### src/rtl/ls138_rr_arbiter_if.sv
`default_nettype none
// ============================================================================
//  Module      : ls138_rr_arbiter_if
//  Description : Request/enable inputs and LS138 decoder-drive outputs of
//                the eight-way round-robin decoder arbiter.
//  Revision    : 1.0  initial release
// ============================================================================
interface ls138_rr_arbiter_if;
    logic       en;     // global arbitration enable
    logic [7:0] req;    // per-requester request, active-high
    logic       a2;     // decoder select, MSB
    logic       a1;
    logic       a0;     // decoder select, LSB
    logic       g1;     // decoder enable, active-high
    logic       g2a;    // decoder enable, active-low
    logic       g2b;    // decoder enable, active-low
    logic       busy;   // grant in progress
    logic       tmo;    // hold-time expiry pulse

    // Requester side: drives requests, observes the decoder drive
    modport master (
        output en, req,
        input  a2, a1, a0, g1, g2a, g2b, busy, tmo
    );

    // Arbiter side
    modport slave (
        input  en, req,
        output a2, a1, a0, g1, g2a, g2b, busy, tmo
    );
endinterface
`default_nettype wire

### src/rtl/ls138_rr_arbiter.sv
`default_nettype none
// ============================================================================
//  Module      : ls138_rr_arbiter
//  Description : Eight-way round-robin arbiter owning one LS138 3-to-8
//                decoder. Bounded hold time, one disabled guard cycle
//                between owners, all outputs registered.
//  Revision    : 1.0  initial release
// ============================================================================
module ls138_rr_arbiter #(
    parameter int HOLD_MAX = 15     // legal range 1..255
) (
    input  wire logic           clk,
    input  wire logic           rst,
    ls138_rr_arbiter_if.slave   bus
);

    typedef enum logic [1:0] {
        S_IDLE  = 2'd0,
        S_GRANT = 2'd1,
        S_GUARD = 2'd2
    } state_t;

    // CNT value seen during the last permitted grant cycle
    localparam logic [7:0] c_cnt_last = 8'(HOLD_MAX - 1);

    state_t     r_state, w_state_nxt;
    logic [2:0] r_own,   w_own_nxt;
    logic [2:0] r_last,  w_last_nxt;
    logic [7:0] r_cnt,   w_cnt_nxt;
    logic       r_g1,    w_g1_nxt;
    logic       r_busy,  w_busy_nxt;
    logic       r_tmo,   w_tmo_nxt;

    logic [2:0] w_win;
    logic [2:0] w_idx;
    logic       w_any;

    // Round-robin winner: scan from LAST+8 (== LAST) down to LAST+1 so the
    // closest requester after LAST is written last and therefore wins.
    always_comb begin
        w_win = r_last;
        w_idx = '0;
        w_any = |bus.req;
        for (int k = 8; k >= 1; k--) begin
            w_idx = r_last + 3'(k);
            if (bus.req[w_idx]) begin
                w_win = w_idx;
            end
        end
    end

    // Next-state and next-output decode
    always_comb begin
        w_state_nxt = r_state;
        w_own_nxt   = r_own;
        w_last_nxt  = r_last;
        w_cnt_nxt   = r_cnt;
        w_tmo_nxt   = 1'b0;
        case (r_state)
            S_IDLE: begin
                if (bus.en && w_any) begin
                    w_state_nxt = S_GRANT;
                    w_own_nxt   = w_win;
                    w_cnt_nxt   = 8'd0;
                end
            end
            S_GRANT: begin
                // EN deliberately ignored: an active grant runs to completion
                w_cnt_nxt = r_cnt + 8'd1;
                if (!bus.req[r_own]) begin
                    // release takes precedence over a coincident timeout
                    w_state_nxt = S_GUARD;
                    w_last_nxt  = r_own;
                end else if (r_cnt == c_cnt_last) begin
                    w_state_nxt = S_GUARD;
                    w_last_nxt  = r_own;
                    w_tmo_nxt   = 1'b1;
                end
            end
            S_GUARD: begin
                // LAST already equals the previous owner here
                if (bus.en && w_any) begin
                    w_state_nxt = S_GRANT;
                    w_own_nxt   = w_win;
                    w_cnt_nxt   = 8'd0;
                end else begin
                    w_state_nxt = S_IDLE;
                end
            end
            default: begin
                w_state_nxt = S_IDLE;
            end
        endcase
        w_g1_nxt   = (w_state_nxt == S_GRANT);
        w_busy_nxt = (w_state_nxt == S_GRANT);
    end

    // State and output registers; reset drops the enables on the same edge
    always_ff @(posedge clk) begin
        if (rst) begin
            r_state <= S_IDLE;
            r_own   <= 3'd0;
            r_last  <= 3'd7;
            r_cnt   <= 8'd0;
            r_g1    <= 1'b0;
            r_busy  <= 1'b0;
            r_tmo   <= 1'b0;
        end else begin
            r_state <= w_state_nxt;
            r_own   <= w_own_nxt;
            r_last  <= w_last_nxt;
            r_cnt   <= w_cnt_nxt;
            r_g1    <= w_g1_nxt;
            r_busy  <= w_busy_nxt;
            r_tmo   <= w_tmo_nxt;
        end
    end

    assign bus.a2   = r_own[2];
    assign bus.a1   = r_own[1];
    assign bus.a0   = r_own[0];
    assign bus.g1   = r_g1;
    assign bus.g2a  = ~r_g1;
    assign bus.g2b  = ~r_g1;
    assign bus.busy = r_busy;
    assign bus.tmo  = r_tmo;

endmodule
`default_nettype wire

### src/flat_wrapper.sv
// flat-port wrapper written by rule: the top's interface ports become plain ports
module ls138_rr_arbiter_flat 
#(
    parameter int HOLD_MAX = 15                          
)
  (clk, rst, bus_en, bus_req, bus_a2, bus_a1, bus_a0, bus_g1, bus_g2a, bus_g2b, bus_busy, bus_tmo);
  ls138_rr_arbiter_if bus_i ();
  input  wire logic clk;
  input  wire logic rst;
  input wire logic [$bits(bus_i.en)-1:0] bus_en;
  input wire logic [$bits(bus_i.req)-1:0] bus_req;
  output wire logic [$bits(bus_i.a2)-1:0] bus_a2;
  output wire logic [$bits(bus_i.a1)-1:0] bus_a1;
  output wire logic [$bits(bus_i.a0)-1:0] bus_a0;
  output wire logic [$bits(bus_i.g1)-1:0] bus_g1;
  output wire logic [$bits(bus_i.g2a)-1:0] bus_g2a;
  output wire logic [$bits(bus_i.g2b)-1:0] bus_g2b;
  output wire logic [$bits(bus_i.busy)-1:0] bus_busy;
  output wire logic [$bits(bus_i.tmo)-1:0] bus_tmo;
  assign bus_i.en = bus_en;
  assign bus_i.req = bus_req;
  assign bus_a2 = bus_i.a2;
  assign bus_a1 = bus_i.a1;
  assign bus_a0 = bus_i.a0;
  assign bus_g1 = bus_i.g1;
  assign bus_g2a = bus_i.g2a;
  assign bus_g2b = bus_i.g2b;
  assign bus_busy = bus_i.busy;
  assign bus_tmo = bus_i.tmo;
  ls138_rr_arbiter #(.HOLD_MAX(HOLD_MAX)) u_core (.clk(clk), .rst(rst), .bus(bus_i));
endmodule
### config.mk
export PLATFORM = sky130hd
export DESIGN_NAME = ls138_rr_arbiter_flat
export DESIGN_NICKNAME = d
export VERILOG_FILES = /design/src/rtl/ls138_rr_arbiter_if.sv /design/src/rtl/ls138_rr_arbiter.sv /design/src/flat_wrapper.sv
export SDC_FILE = /design/constraint.sdc
export NUM_CORES = 1
export LEC_CHECK = 0
export ABC_CLOCK_PERIOD_IN_PS = 3650
export CAP_MARGIN = 20
export CORE_ASPECT_RATIO = 0.5
export CORE_MARGIN = 2
export CORE_UTILIZATION = 55
export CTS_CLUSTER_DIAMETER = 150
export DETAILED_ROUTE_END_ITERATION = 10
export GPL_ROUTABILITY_DRIVEN = 0
export GPL_TIMING_DRIVEN = 0
export PLACE_DENSITY = 0.85
export SLEW_MARGIN = 20
export SYNTH_ARGS = -nofsm -noshare
export SYNTH_HDL_FRONTEND = slang
export SYNTH_SLANG_ARGS = --single-unit
### constraint.sdc
create_clock -name clk -period 3.65 [get_ports clk]
set_input_delay 0.73 -clock clk [delete_from_list [all_inputs] [get_ports clk]]
set_output_delay 0.73 -clock clk [all_outputs]
set_load 0.05 [all_outputs]
Word level (Yosys, flattened, before mapping) --
Index checks and enable logic that the tools add are counted.
Storage, ports and cells: register bits 18, output and inout port bits 8, word-level logic and storage cells 73
Operators by class: $add $sub $neg 8, $lt $le $gt $ge 8, eq/ne operators 6, multiplexer cells 33, bitwise gates (word level) 3, reduce and logical (&&, ||, !) cells 9
Operator list (count):
- $lt 3x4->1 const B | 8
- $mux 3 | 9
- $bmux 1 s3 | 8
- $pmux 8 s2 | 1
- $add 3x3->3 const B | 4
- $mux 1 | 10
- $add 8x1->8 const B | 1
- $eq 8x4->1 const B | 1
- $mux 8 | 1
- $reduce_or 8->1 | 1
- $add 3x2->3 const B | 2
- $mux 2 | 3
- $pmux 2 s3 | 1
- $reduce_and 2->1 | 3
- $eq 2x1->1 const B | 2
- $add 3x1->3 const B | 1
- $not 1->1 | 3
- $reduce_or 3->1 | 1
- $eq 2x2->1 const B | 1
- $logic_not 2->1 | 1
- $ne 2x1->1 const B | 1
- $ne 2x2->1 const B | 1
- $reduce_bool 2->1 | 1
- $reduce_or 2->1 | 1
- $logic_and 1x1->1 | 1

Depth between registers and ports, before layout --
depth after elaboration 10, mapped depth 9

Worst setup path before layout --
No wires, ideal clock.
kind reg2reg, from register u_core.r_last[0], to register u_core.r_own[0], setup time 134 ps, arrival time 2409 ps, required time 3516 ps, path slack 1107 ps, stages on the path, launching flop included 10, path buffers 2, period minus slack after synthesis 2543 ps, cell sequence dfxtp_1 buf_6 buf_4 inv_1 ha_1 mux4_2 mux2i_1 o211ai_1 and3_1 or4_1
On the way: cells in the longest elaborated chain, start to end 10, elaborated cells between the ends (all ways) 28, those cells by class 7 x add/sub; 21 x mux
Ends and longest elaborated chain:
- from (decl) | RTL line ls138_rr_arbiter.sv:28 | logic [2:0] r_last, w_last_nxt;
- from (signal assigned) | RTL line ls138_rr_arbiter.sv:111 | r_last <= w_last_nxt;
- $add 3x3->3 | RTL line ls138_rr_arbiter.sv:45 | w_idx = r_last + 3'(k);
- $bmux 1 s3 | RTL line ls138_rr_arbiter.sv:46 | if (bus.req[w_idx]) begin
- $mux 1 (not written as such) | RTL line ls138_rr_arbiter.sv:46
- $mux 3 (6 in a row) | RTL line ls138_rr_arbiter.sv:46
- $mux 3 (*) | RTL line ls138_rr_arbiter.sv:46
- to (signal assigned) | RTL line ls138_rr_arbiter.sv:110 | r_own <= w_own_nxt;
- to (decl) | RTL line ls138_rr_arbiter.sv:27 | logic [2:0] r_own, w_own_nxt;
Every way passes the cells marked *; elsewhere a longest branch is shown, timed or not. The select of a mux whose other input is x is not followed. A chain may end at the register's enable or synchronous reset.

Worst setup path in the final report --
Same ends and word-level chain as after synthesis.

==> summary.log <==
[logic_synthesis] number of instances in the synthesized netlist 172
[final_layout] antenna diode instance count 0
[logic_synthesis] Yosys top cell area share 23.68%
[worst_setup_path] data arrival time of the critical path 3.01 ns
[logic_synthesis] Synth Warn # 0
[grt] gr usage total 25.46%
[cts] number of buffers added for setup after CTS 0
[final_layout] Finished Cell Area 1803 um2
[sta] RSZ-0062 raised after global routing no
[worst_setup_path] cell with the largest stage delay on the worst path sky130_fd_sc_hd__or4_1
[sta] upper clock frequency limit 347.3 MHz
[logic_synthesis] fraction of the yosys area taken by sequential cells 23.68%
[placement] DPL Wire Length 2770 um
[drt] met2 wire length 1768 um
[sta] count of endpoints failing setup in the final report 0
[drt] routed len/inst 16.14 um
[cts] number of CTS-inserted buffers 3
[drt] Max Used Layer met4
[logic_synthesis] post-synthesis net count 187
[logic_synthesis] share of async-settable or async-resettable flops after synthesis 0%
[final_layout] fraction of layout instances using a drive strength above 1 12.89%
[drt] total via count in the routed design 1455
[die] effective utilization at floorplan 58.10%
[logic_synthesis] leading post-synthesis cells by cell area sky130_fd_sc_hd__dfxtp_1 24%, sky130_fd_sc_hd__mux4_2 13%, sky130_fd_sc_hd__mux2i_1 5.3%
[grt] number of global-route vias before repair 1286
[logic_synthesis] number of synthesized flops with an enable pin 0
[drt] final antenna-violating net count 0
[cts] Skew-Pair Late Insertion Delay 0.26 ns
[worst_hold_path] Worst Hold End u_core.r_cnt[6]$_SDFFE_PP0P_
[worst_setup_path] Critical Path Start Type flip-flop
[power_and_ir_drop] power density cells 422.1 nW/um2
[worst_setup_path] ordered list of cells on the worst path buf_6, buf_4, inv_1, ha_1, mux4_2, mux2i_1, o211ai_1, and3_1, or4_1
[drt] Total Routed Length 3729 um
[worst_setup_path] category of cells accounting for the largest share of critical-path delay multiplexers
[sta] shortest period the worst path allows 2.880 ns
[grt] total grt overflow 0
[worst_setup_path] required time reported for the critical path endpoint 3.78 ns
[drt] via-per-instance ratio 6.299
[sta] slew of the pin with the lowest slew margin 0.6598 ns
[cts] clock transition at the registers of the reported paths 0.07 ns
[die] Placeable Area 2619 um2
[die] Total Die Area 3228 um2
[worst_hold_path] hold path start u_core.r_cnt[6]$_SDFFE_PP0P_
[sta] Setup WS post-layout 0.7704 ns
[cts] H-tree level count 1
[drt] met3 wire length 166 um
[die] die width 78.38 um
[power_and_ir_drop] leakage power summed over all cells 0.6817 nW
[worst_setup_path] worst-path maximum fanout 10
[worst_setup_path] Setup Crit Path Kind reg2reg
[grt] maximum number of pins on one net before global-route repair 11
[final_layout] final core utilization 68.85%
[sta] count of endpoints failing hold in the final timing report 0
[placement] IO Port Bufs 18
[drt] detailed-routing iteration count for the pre-antenna-repair pass 4
[cts] TritonCTS clock tree yes
[job] total of max-cap violations 0
[logic_synthesis] Synth cell types 49
[logic_synthesis] top flip-flop cell by instance count after synthesis sky130_fd_sc_hd__dfxtp_1
[sta] fraction of the cycle the final worst path needs 78.89%
[cts] sinks on the clock net 18
[drt] Routed met1 length 1749 um
[cts] Max Buffers Root-to-Sink 2
[sta] Layout Skew 0.004388 ns
[grt] antenna violations before repair 0
[cts] total of hold buffers inserted after clock tree synthesis 0
[worst_setup_path] delay of the slowest cell on the worst path 0.50 ns
[grt] first-pass GRT wire length 6099 um
[worst_setup_path] critical register-to-register path startpoint u_core.r_last[0]$_SDFFE_PP1P_
[placement] post-placement worst setup slack 0.5456 ns
[power_and_ir_drop] total power of the final layout 761.1 uW
[final_layout] number of nets at the end of the flow 210
[logic_synthesis] flop and latch count out of synthesis 18
[cts] number of gates resized after CTS 0
[power_and_ir_drop] largest voltage drop on the vdd net 0.2825 mV
[final_layout] Non-Filler Instances 231
[logic_synthesis] syn_area_per_cell 8.846 um2
[worst_hold_path] hold crit path type reg2reg
[run_status] outcome finished clean
[sta] Final TNS setup 0 ns
[worst_setup_path] depth of the worst register-to-register path 9
[die] y dimension of the die 41.19 um
[worst_setup_path] r2r endpoint u_core.r_own[0]$_SDFFE_PP0P_
[final_layout] signed area change from the synthesized netlist to the final layout 18.50%
[logic_synthesis] cell area after synthesis 1521 um2
[die] top-level port count 19
[logic_synthesis] dominant cell by count in the synthesized netlist sky130_fd_sc_hd__dfxtp_1
[placement] area after detailed placement 1748 um2
[worst_setup_path] WP buf/inv 3
[sta] total count of max-transition violations in the final report 0
[sta] Worst slew margin 56.01%
[placement] Post-Place Cells 227
[worst_setup_path] Setup crit end kind flip-flop
[worst_setup_path] slack of the worst reg-to-reg path 0.77 ns
[worst_hold_path] cell count of the worst hold path 1
[cts] clock root cell sky130_fd_sc_hd__clkbuf_8
[logic_synthesis] most area-hungry cell type in the Yosys netlist sky130_fd_sc_hd__dfxtp_1
[sta] hold slack 0.5217 ns
[drt] Post-route DRC 0
[logic_synthesis] most common library cells after synthesis 18 x sky130_fd_sc_hd__dfxtp_1, 16 x sky130_fd_sc_hd__nor2_1, 11 x sky130_fd_sc_hd__nand2_1
[drt] iteration-0 DRC count of the detailed router 152
[die] std cell rows 13
layout by cell type, fill, tap and decap left out, types with 3 or more instances in the layout:
cell and n:
sky130_fd_sc_hd__clkbuf_8 4, sky130_fd_sc_hd__nor3_1 8, sky130_fd_sc_hd__a311oi_1 4, sky130_fd_sc_hd__nor2_1 16
sky130_fd_sc_hd__clkdlybuf4s50_1 18, sky130_fd_sc_hd__mux2i_1 8, sky130_fd_sc_hd__a31oi_1 6, sky130_fd_sc_hd__mux4_2 9
sky130_fd_sc_hd__buf_4 3, sky130_fd_sc_hd__o21ai_0 4, sky130_fd_sc_hd__a211o_1 3, sky130_fd_sc_hd__mux2_2 3
sky130_fd_sc_hd__nand3_1 3, sky130_fd_sc_hd__clkbuf_1 5, sky130_fd_sc_hd__nand2_1 11, sky130_fd_sc_hd__nand2b_1 5
sky130_fd_sc_hd__dfxtp_1 18, sky130_fd_sc_hd__a21oi_1 10, sky130_fd_sc_hd__inv_1 9, sky130_fd_sc_hd__ha_1 4
sky130_fd_sc_hd__nor4_1 4
final cells by class:
type,instances,area (um2)
Multi-Input combinational cell,134,1060
Fill cell,217,815.8
Sequential cell,18,360.3
Timing Repair Buffer,18,180.2
Buffer,10,63.81
Clock buffer,4,55.05
Tap cell,37,46.29
Inverter,10,37.54
flip-flops by register name, summed over array words and instances (netlist names):
name / cells
u_core.bus.g1: 1
u_core.bus.tmo: 1
u_core.r_cnt: 8
u_core.r_last: 3
u_core.r_own: 3
u_core.r_state: 2
per-layer routing:
| layer | up-vias | track usage [%] |
|---|---|---|
| li1 | 705 | - |
| met1 | 703 | 32.63 |
| met2 | 43 | 46.55 |
| met3 | 4 | 3.304 |
| met4 | 0 | 9.649 |
| met5 | - | 0 |
kinds of logic after synthesis:
family	synth area share, %
AOI/OAI and AO/OA	19.49
DFF	23.68
muxes	25.08
and+or+nand+nor	20.07
xor gates and xnor gates	1.727
buffers and inverters	6.661
adders and majority gates	3.290
worst max-delay path by stage:
stage,startpoint,endpoint,slack [ns],cells after the start
after floorplan,u_core.r_last[0]$_SDFFE_PP1P_,u_core.r_own[0]$_SDFFE_PP0P_,1.11,9
after global placement,bus_req[3],u_core.r_own[0]$_SDFFE_PP0P_,0.56,6
after detailed placement,bus_req[3],u_core.r_own[0]$_SDFFE_PP0P_,0.55,6
after CTS,u_core.r_last[0]$_SDFFE_PP1P_,u_core.r_own[0]$_SDFFE_PP0P_,0.78,9
after global routing,u_core.r_last[0]$_SDFFE_PP1P_,u_core.r_own[0]$_SDFFE_PP0P_,0.64,9
final,u_core.r_last[0]$_SDFFE_PP1P_,u_core.r_own[0]$_SDFFE_PP0P_,0.77,9
report_power, final:
part / internal, mW / switching [mW] / total [mW] / leakage, nW
clock network: 0.0960 / 0.0683 / 0.164 / 0.0288
logic: 0.160 / 0.209 / 0.370 / 0.506
registers: 0.211 / 0.0159 / 0.227 / 0.147
total: 0.468 / 0.293 / 0.761 / 0.682
Power figures use the tool's default switching activity.
==> edit, RTL diff (config.mk and constraints unchanged) <==
Re-encode `state_t` (3 states) as one-hot, 3 bits wide.
--- a/src/rtl/ls138_rr_arbiter.sv
+++ b/src/rtl/ls138_rr_arbiter.sv
@@ -15,8 +15,8 @@
 );
 
-    typedef enum logic [1:0] {
-        S_IDLE  = 2'd0,
-        S_GRANT = 2'd1,
-        S_GUARD = 2'd2
+    typedef enum logic [2:0] {
+        S_IDLE  = 3'b001,
+        S_GRANT = 3'b010,
+        S_GUARD = 3'b100
     } state_t;
 
Formal check against the unedited RTL: same outputs for any inputs over 10 cycles, from zero or initial values and one cycle with rst high; not proved beyond that.
==> edit against the original RTL <==
  * Sequential cell count is 1 higher
  * Area after synthesis rose by 2.7%
  * Final cell count shrank 2.6%
  * Global-route usage fell by 3.1 points
  * Worst setup slack lost 0.37 ns
  * Wire length down 7.2%
  * Cell area is 1.8% higher
  * Maximum frequency down 11%
  * Die area is 2.5% higher
  * Synthesized cell count is 3.5% lower
  * Utilization grew 0.38 points
Power is not compared: it rests on default switching activity, and its combinational part moved more than twofold at a synthesized area within 25%.
==> edit: results (changes against the original RTL) <==
[detailed_routing]
initialDrtViolationCount=61  ; -60%
via_per_inst=5.92  ; -6.1%

[yosys]
synth_fa_ha_area_share_pct=3.20  ; -0.087 points
syn-num-nets=181  ; -3.2%
synth_compound_area_share_pct=14.6  ; -4.9 points
synth_area_leaders=dfxtp_1 24%, mux4_2 13%, mux2i_1 7.0%, mux2_2 5.8%, xnor2_1 3.9%
yosysSeqAreaShare_pct=24.3  ; +0.66 points
synth_cell_types=43  ; -12%
synthXorXnorAreaFrac_pct=5.60  ; +3.9 points
synthMuxAreaShare_pct=29.1  ; +4.1 points

[layout]
fin_cells=225  ; -2.6%
drive_gt1_share_pct=16.0  ; +3.1 points
nets=204  ; -2.9%
num-fill-cells=197  ; -9.2%
post-route-util_pct=69.2  ; +0.38 points

[worst_setup_path]
critical_path.top_delay_family=buffers and inverters
endpoint=u_core.r_own[1]
critPathSlowestCell=mux4_2
reg2reg_depth=10  ; +1
r2r_slack_ns=0.40  ; -0.37 ns
regToRegStartpoint=u_core.r_last[1]
max_stage_delay_ns=0.52  ; +0.02 ns

[timing]
hold-worst-slack_ns=0.513  ; -0.00891 ns
post-route-period-util_pct=88.9  ; +10 points
skew_ns=0.00405  ; -0.000341 ns

[global_route]
grt_use_total_pct=22.4  ; -3.1 points

[hold_path]
worstHoldPathCells=2  ; +1
hp-start=u_core.r_cnt[3]

[run_status]
status=finished, final reports clean

[placement]
post_dp_cell_area_sq_um=1790  ; +2.4%
pre_cts_ws_ns=0.424  ; -0.122 ns
placed_cells=221  ; -2.6%

==> edit: cell count changes in the layout (fill, tap and decap cells not counted), moves of 3 or more <==
cell	unedited run	this run
a211oi_1	1	6
a21oi_1	10	6
a311oi_1	4	0
a31oi_1	6	0
inv_1	9	12
mux2_2	3	8
mux2i_1	8	11
nand2_1	11	7
nor3_1	8	4
xnor2_1	2	7
==> edit: power breakdown <==
part | internal [mW] | switching (mW) | leakage, nW
clock network | 0.0759 | 0.0700 | 0.0255
registers | 0.214 | 0.00654 | 0.154
logic | 0.0716 | 0.0839 | 0.495
total | 0.361 | 0.160 | 0.675
==> edit: final cells by class <==
class	count	area share, %
buffer	9	2.79
clock buffer	3	2.25
clock inverter	1	0.273
inverter	12	2.45
multi-input combinational	126	59.2
sequential	19	20.7
tap	37	2.52
timing repair buffer	18	9.82
==> edit: metal layers <==
metal	part of all wire, %	GRT usage, %	wire (microns)
met2	48	38.1	1660
met5	0	0	0
met3	4.0	3.26	138
met4	1.1	5.17	38
met1	47	30.4	1620
